### src/rtl/demux16_defs.vh
// rtl/demux16_defs.vh - shared width constants for the demux16 router
`ifndef DEMUX16_DEFS_VH
`define DEMUX16_DEFS_VH

`define DEMUX16_WORD_W 16
`define DEMUX16_DROP_W 8
`define DEMUX16_STAT_W 16

`endif

### src/rtl/demux16_pkg.sv
// rtl/demux16_pkg.sv - widths and helpers shared by demux16_router and demux16_slot
`include "demux16_defs.vh"

package demux16_pkg;

    localparam int WORD_W = `DEMUX16_WORD_W;
    localparam int DROP_W = `DEMUX16_DROP_W;
    localparam int STAT_W = `DEMUX16_STAT_W;

    localparam logic [DROP_W-1:0] DROP_MAX = '1;

    function automatic logic [DROP_W-1:0] sat_inc(input logic [DROP_W-1:0] v);
        return (v == DROP_MAX) ? v : v + 1'b1;
    endfunction

endpackage

### src/rtl/demux16_slot.sv
// rtl/demux16_slot.sv - one-entry holding register for one router channel
// Optional delivered-word counter under DEMUX16_STATS_EN.
module demux16_slot
    import demux16_pkg::*;
(
    input  logic              clock,
    input  logic              reset,
    input  logic              load,
    input  logic [WORD_W-1:0] in_data,
    input  logic              out_ready,
    output logic [WORD_W-1:0] out_data,
    output logic              out_valid
`ifdef DEMUX16_STATS_EN
    ,
    output logic [STAT_W-1:0] stat_cnt
`endif
);

    logic [WORD_W-1:0] data_q, data_d;
    logic              valid_q, valid_d;
    logic              drain;

    assign drain = valid_q & out_ready;

    // A load in the same cycle as a drain keeps the slot full (back-to-back).
    always_comb begin
        data_d  = data_q;
        valid_d = valid_q;
        if (load) begin
            data_d  = in_data;
            valid_d = 1'b1;
        end else if (drain) begin
            valid_d = 1'b0;
        end
    end

    always_ff @(posedge clock or posedge reset) begin
        if (reset) begin
            data_q  <= '0;
            valid_q <= 1'b0;
        end else begin
            data_q  <= data_d;
            valid_q <= valid_d;
        end
    end

    assign out_data  = data_q;
    assign out_valid = valid_q;

`ifdef DEMUX16_STATS_EN
    logic [STAT_W-1:0] cnt_q, cnt_d;

    always_comb begin
        cnt_d = cnt_q;
        if (drain) begin
            cnt_d = cnt_q + 1'b1;
        end
    end

    always_ff @(posedge clock or posedge reset) begin
        if (reset) begin
            cnt_q <= '0;
        end else begin
            cnt_q <= cnt_d;
        end
    end

    assign stat_cnt = cnt_q;
`endif

endmodule

### src/rtl/demux16_router.sv
// rtl/demux16_router.sv - steers a 16-bit word stream to NOUT buffered channels
// Per-channel delivered counters and stat_idx/stat_cnt ports exist only with DEMUX16_STATS_EN.
module demux16_router
    import demux16_pkg::*;
#(
    parameter int NOUT  = 4,
    parameter int SEL_W = 2
) (
    input  logic                   clock,
    input  logic                   reset,
    input  logic [WORD_W-1:0]      in_data,
    input  logic [SEL_W-1:0]       in_sel,
    input  logic                   in_valid,
    output logic                   in_ready,
    output logic [WORD_W*NOUT-1:0] out_data,
    output logic [NOUT-1:0]        out_valid,
    input  logic [NOUT-1:0]        out_ready,
    output logic [DROP_W-1:0]      drop_cnt
`ifdef DEMUX16_STATS_EN
    ,
    input  logic [SEL_W-1:0]       stat_idx,
    output logic [STAT_W-1:0]      stat_cnt
`endif
);

    logic [NOUT-1:0]   sel_hit;
    logic [NOUT-1:0]   load;
    logic              sel_ok;
    logic              drop;
    logic [DROP_W-1:0] drop_cnt_q, drop_cnt_d;

    // Out-of-range selects are always accepted so they can be discarded.
    always_comb begin
        sel_hit  = '0;
        in_ready = 1'b1;
        for (int i = 0; i < NOUT; i++) begin
            if (in_sel == SEL_W'(i)) begin
                sel_hit[i] = 1'b1;
                in_ready   = ~out_valid[i] | out_ready[i];
            end
        end
    end

    assign sel_ok = |sel_hit;
    assign load   = sel_hit & {NOUT{in_valid & in_ready}};
    assign drop   = in_valid & ~sel_ok;

    always_comb begin
        drop_cnt_d = drop_cnt_q;
        if (drop) begin
            drop_cnt_d = sat_inc(drop_cnt_q);
        end
    end

    always_ff @(posedge clock or posedge reset) begin
        if (reset) begin
            drop_cnt_q <= '0;
        end else begin
            drop_cnt_q <= drop_cnt_d;
        end
    end

    assign drop_cnt = drop_cnt_q;

`ifdef DEMUX16_STATS_EN
    logic [STAT_W-1:0] slot_cnt [NOUT];
`endif

    for (genvar g = 0; g < NOUT; g++) begin : g_slot
        demux16_slot u_slot (
            .clock     (clock),
            .reset     (reset),
            .load      (load[g]),
            .in_data   (in_data),
            .out_ready (out_ready[g]),
            .out_data  (out_data[WORD_W*g +: WORD_W]),
            .out_valid (out_valid[g])
`ifdef DEMUX16_STATS_EN
            ,
            .stat_cnt  (slot_cnt[g])
`endif
        );
    end

`ifdef DEMUX16_STATS_EN
    always_comb begin
        stat_cnt = '0;
        for (int i = 0; i < NOUT; i++) begin
            if (stat_idx == SEL_W'(i)) begin
                stat_cnt = slot_cnt[i];
            end
        end
    end
`endif

endmodule

### config.mk
export PLATFORM = sky130hd
export DESIGN_NAME = demux16_router
export DESIGN_NICKNAME = d
export VERILOG_FILES = /design/src/rtl/demux16_pkg.sv /design/src/rtl/demux16_slot.sv /design/src/rtl/demux16_router.sv
export VERILOG_INCLUDE_DIRS = /design/src /design/src/rtl
export SDC_FILE = /design/constraint.sdc
export NUM_CORES = 1
export LEC_CHECK = 0
export BUFFER_PORTS_ARGS = -buffer_cell sky130_fd_sc_hd__buf_2
export CORE_MARGIN = 5
export CORE_UTILIZATION = 49
export CTS_CLUSTER_DIAMETER = 40
export DETAILED_ROUTE_END_ITERATION = 12
export PLACE_DENSITY = 0.78
export SLEW_MARGIN = 10
export SYNTH_ARGS = -nofsm -noshare
export SYNTH_HDL_FRONTEND = slang
export SYNTH_SLANG_ARGS = --single-unit
### constraint.sdc
create_clock -name clock -period 2.33 [get_ports clock]
set_input_delay 0.1165 -clock clock [delete_from_list [all_inputs] [get_ports clock]]
set_output_delay 0.1165 -clock clock [all_outputs]
set_load 0.005 [all_outputs]
; ---- After elaboration in Yosys (flattened, before gate mapping)
; Cells that the tools add are included.
[word_totals]
in_bits = 25
regBits = 76
[classes]
n_reduce_logical = 7
mux = 16
n_addsub = 1
n_eq_ne = 4
bitwise = 17
[op_table]
columns = op, n
row1 = $mux W1, 16
row2 = $add A8 B1 Y8 const B, 1
row3 = $eq A8 B8 Y1 const B, 1
row4 = $reduce_bool A2 Y1, 4
row5 = $and A1 B1 Y1, 6
row6 = $not A1 Y1, 6
row7 = $and A4 B4 Y4, 1
row8 = $eq A2 B2 Y1 const B, 2
row9 = $or A1 B1 Y1, 4
row10 = $reduce_or A4 Y1, 1
row11 = $eq A2 B1 Y1 const B, 1
row12 = $logic_not A2 Y1, 1
row13 = $reduce_and A2 Y1, 1

; ---- Depth between registers and ports, before layout
[depth]
ltp_word = 9
ltp_mapped = 5
depth_no_buf = 3

; ---- By module
; From an unflattened synthesis, not the netlist that was laid out.
[hier_totals]
hier_cells = 185
hier_area_um2 = 3086.7
[modules_own_cells]
columns = module, cells_each, seq_area_each_um2, area_per_inst_um2, n_inst
row1 = demux16_slot, 38, 425.4, 686.9, 4
row2 = demux16_router, 33, 200.2, 339.1, 1

; ---- Worst setup path before layout
; Ideal clock, no wire load.
[synth_timing]
path_type = reg2reg
startpoint = reg g_slot[2].u_slot.valid_q
endpoint = reg g_slot[2].u_slot.data_q[0]
synth_period_minus_slack_ns = 1.400
setup_slack_ns = 0.930
n_path_buf = 1
path_stages_with_launch = 5
required_ns = 2.205
arrival_time_ns = 1.275
cell_sequence = dfrtp_1 -> nand2b_1 -> nor3b_4 -> buf_12 -> mux2_4
[synth_between]
elab_chain_cells = 6
[synth_lines]
columns = element, line_no
row1 = "start, declared", demux16_slot.sv:20  ; logic valid_q, valid_d;
row2 = "start signal, assigned", demux16_slot.sv:43  ; valid_q <= valid_d;
row3 = $not A1 Y1, demux16_router.sv:39  ; in_ready = ~out_valid[i] | out_ready[i];
row4 = $or A1 B1 Y1, demux16_router.sv:39
row5 = $mux W1 (2 in series), demux16_router.sv:37  ; if (in_sel == SEL_W'(i)) begin
row6 = $and A1 B1 Y1, demux16_router.sv:45  ; assign load = sel_hit & {NOUT{in_valid & in_ready}};
row7 = $and A4 B4 Y4, demux16_router.sv:45
row8 = "end signal, assigned", demux16_slot.sv:42  ; data_q <= data_d;
row9 = "end, declared", demux16_slot.sv:19  ; logic [WORD_W-1:0] data_q, data_d;
; No other way between the ends.
; A chain may end at the register's enable or synchronous reset.

; ---- Final worst setup path
[layout_timing]
startpoint = reg g_slot[2].u_slot.valid_q
endpoint = reg g_slot[2].u_slot.data_q[14]
; The elaborated chain is that of the path after synthesis.

==> metrics.md <==
| Metric | Value |
|---|---|
| CTS Buffer Depth | 2 |
| # IOs | 102 |
| Worst-margin pin slew | 636.9 ps |
| Leading cell type in the layout, fill and taps excluded | buf_2 |
| Worst Path Required | 2560 ps |
| CTS tree | done |
| Syn_nets | 202 |
| RSZ-0062 raised after global routing | no |
| Post-layout min period | 1638 ps |
| Final worst setup slack | 691.9 ps |
| First-pass GRT wire length | 9.515 mm |
| Clk_skew | 9.177 ps |
| CP Data Arrival Time | 1870 ps |
| Tcrit/Tclk final | 70.31% |
| Reg2Reg Depth | 4 |
| Post-DR wirelength/cell | 16.94 µm |
| Finish-stage setup viols | 0 |
| # H-tree levels | 3 |
| Synth Register Bits | 76 |
| Power Density | 954.5 mW/mm² |
| DRC Markers | 0 |
| Crit path max fanout | 11 |
| Wl on met1 | 2.545 mm |
| Synth Instances | 177 |
| Max-cap violation count | 0 |
| DR vias | 1753 |
| Final cell count without fillers | 356 |
| Fin. Hold Viols | 0 |
| Grt ovf | 0 |
| Die ar. | 0.007641 mm² |
| Layout area overhead | 26.33% |
| Pin count of the biggest net entering global routing | 48 |
| Setup TNS | 0 ps |
| Hold Path Stages | 2 |
| Slew HR | 57.48% |
| Worst-path clk slew | 90 ps |
| CORE AREA | 0.005886 mm² |
| Row cnt | 28 |
| Gr usage total | 16.66% |
| Metal3 WL | 501 µm |
| Drt first-iter violations | 33 |
| RD Place Congestion | 0.8176 |
| HP Class | in2reg |
| Fin. max-slew vios | 0 |
| TritonCTS Buffers | 9 |
| # hold bufs at CTS | 1 |
| Dpl cells | 339 |
| I/O Buffers | 101 |
| PnR Total Power | 3.541 mW |
| Initial antenna violation count | 0 |
| Warnings from Yosys | 0 |
| Worst slack at placement | 701.6 ps |
| Met2 WL | 2.900 mm |
| Cell area after synthesis | 0.002937 mm² |
| CP Capture Type | flop |
| Initial Util | 49.89% |
| Max layer used | met4 |
| Die X-Extent | 87.42 µm |
| CP Class | reg2reg |
| Vias in the first global route | 1846 |
| Antenna Cells | 0 |
| DPL Wire Length | 4.375 mm |
| Post-cts sizing count | 0 |
| # fillers | 461 |
| DRT antenna net count | 0 |
| Status | finished, final reports clean |
| CTS Root Buffer Type | clkbuf_8 |
| Layout cells sized above 1 | 68.33% |
| Die extent in y | 87.42 µm |
| Reg area | 0.001902 mm² |
| NumNets Final | 301 |
| Final wirelength | 6.029 mm |
| Worst setup SP type | flop |
| Drt first pass iters | 4 |
| Mean post-synth cell area | 16.59 µm² |
| Postcts setup bufs | 0 |
| Area occupied by multi-input gates | 903.4 µm² |
| DR vias/cell | 4.924 |
| Worst skew pair latency | 350 ps |
| Lkg Pwr | 1.847 nW |
| Fmax | 610.4 MHz |
| Sequential fraction of the synthesis area | 64.76% |
| Peak supply drop | 0.4746 mV |
| Sink Count | 76 |
| Final Util | 63.03% |
| Yosys cell types | 19 |
| Commonest cells after routing, fill and taps aside | 101 x buf_2, 76 x dfrtp_1, 54 x mux2_2, 10 x mux2_4, 9 x clkbuf_8 |
[Yosys cell counts]
| cell type | instances | area, µm² |
|---|---|---|
| inv_1 | 2 | 7.510 |
| o21ai_0 | 1 | 5.000 |
| buf_4 | 6 | 45.04 |
| nor3b_2 | 1 | 12.51 |
| nand2b_1 | 4 | 25.02 |
| mux2_4 | 10 | 150.1 |
| nor3b_4 | 1 | 18.77 |
| buf_12 | 1 | 20.02 |
| mux4_1 | 1 | 26.28 |
| a21o_1 | 1 | 7.510 |
| nand2_2 | 2 | 12.51 |
| nand3_1 | 1 | 5.000 |
| clkbuf_1 | 8 | 30.03 |
| buf_6 | 3 | 33.78 |
| nand2_1 | 2 | 7.510 |
| mux2_2 | 54 | 608.1 |
| nor2b_1 | 2 | 12.51 |
| nand3b_1 | 1 | 7.510 |
| dfrtp_1 | 76 | 1902 |
[registers in the layout, summed over array words and instances (netlist names)]
name / count
drop_cnt: 8
g_slot.u_slot.out_valid: 4
g_slot.u_slot.out_data: 64
[metal layers]
layer  GRT usage (%)  vias to the layer above
met5               0                        -
li1                -                      797
met4           6.276                        0
met1           21.13                      884
met3           5.960                        8
met2           26.23                       64
[where the power goes]
| group | switching, mW | total (mW) | internal [mW] |
|---|---|---|---|
| registers | 0.124 | 1.68 | 1.56 |
| clock network | 0.496 | 1.22 | 0.721 |
| logic | 0.256 | 0.643 | 0.387 |
| total | 0.876 | 3.54 | 2.66 |
[cell type report]
class	instances	share of cell area (%)
timing repair buffer	106	15.04
tap	75	2.530
clock inverter	7	3.271
multi-input combinational	81	24.35
inverter	2	0.2024
clock buffer	9	3.339
sequential	76	51.26
[critical path, cell delays in order, from the launching register on]
cell,delay (ps)
dfrtp_1,380
nand2b_1,110
nor3b_4,360
buf_4,320
mux2_2,350
[path summary, 6_finish.rpt]
check / startpoint / endpoint / slack, ps
max: g_slot[2].u_slot.out_valid / g_slot[2].u_slot.out_data[14] / 690
min reg2reg: drop_cnt[0] / drop_cnt[0] / 380
min: in_data[1] / g_slot[2].u_slot.out_data[1] / 40
max reg2reg: g_slot[2].u_slot.out_valid / g_slot[2].u_slot.out_data[14] / 690
min in group asynchronous: reset / g_slot[0].u_slot.out_data[12] / 400
max in group asynchronous: reset / drop_cnt[6] / 1270
[kinds of logic (layout without fill, tap and decap cells)]
logic type	Yosys count	after routing	share of synthesized area [%]
mux	65	65	26.71
simple gates	14	14	3.451
compound gates	2	2	0.4260
buf+inv	20	124	4.644
flops	76	76	64.76
[through the flow]
| stage | cell area (µm²) | hold slack [ps] |
|---|---|---|
| floorplan | 2937 | 224.4 |
| global placement | 3455 | 240.3 |
| detailed placement | 3455 | 247.3 |
| CTS | 3710 | 22.01 |
| global route | 3710 | 24.79 |
| finish | 3710 | 38.23 |
(Power assumes the default switching activity.)
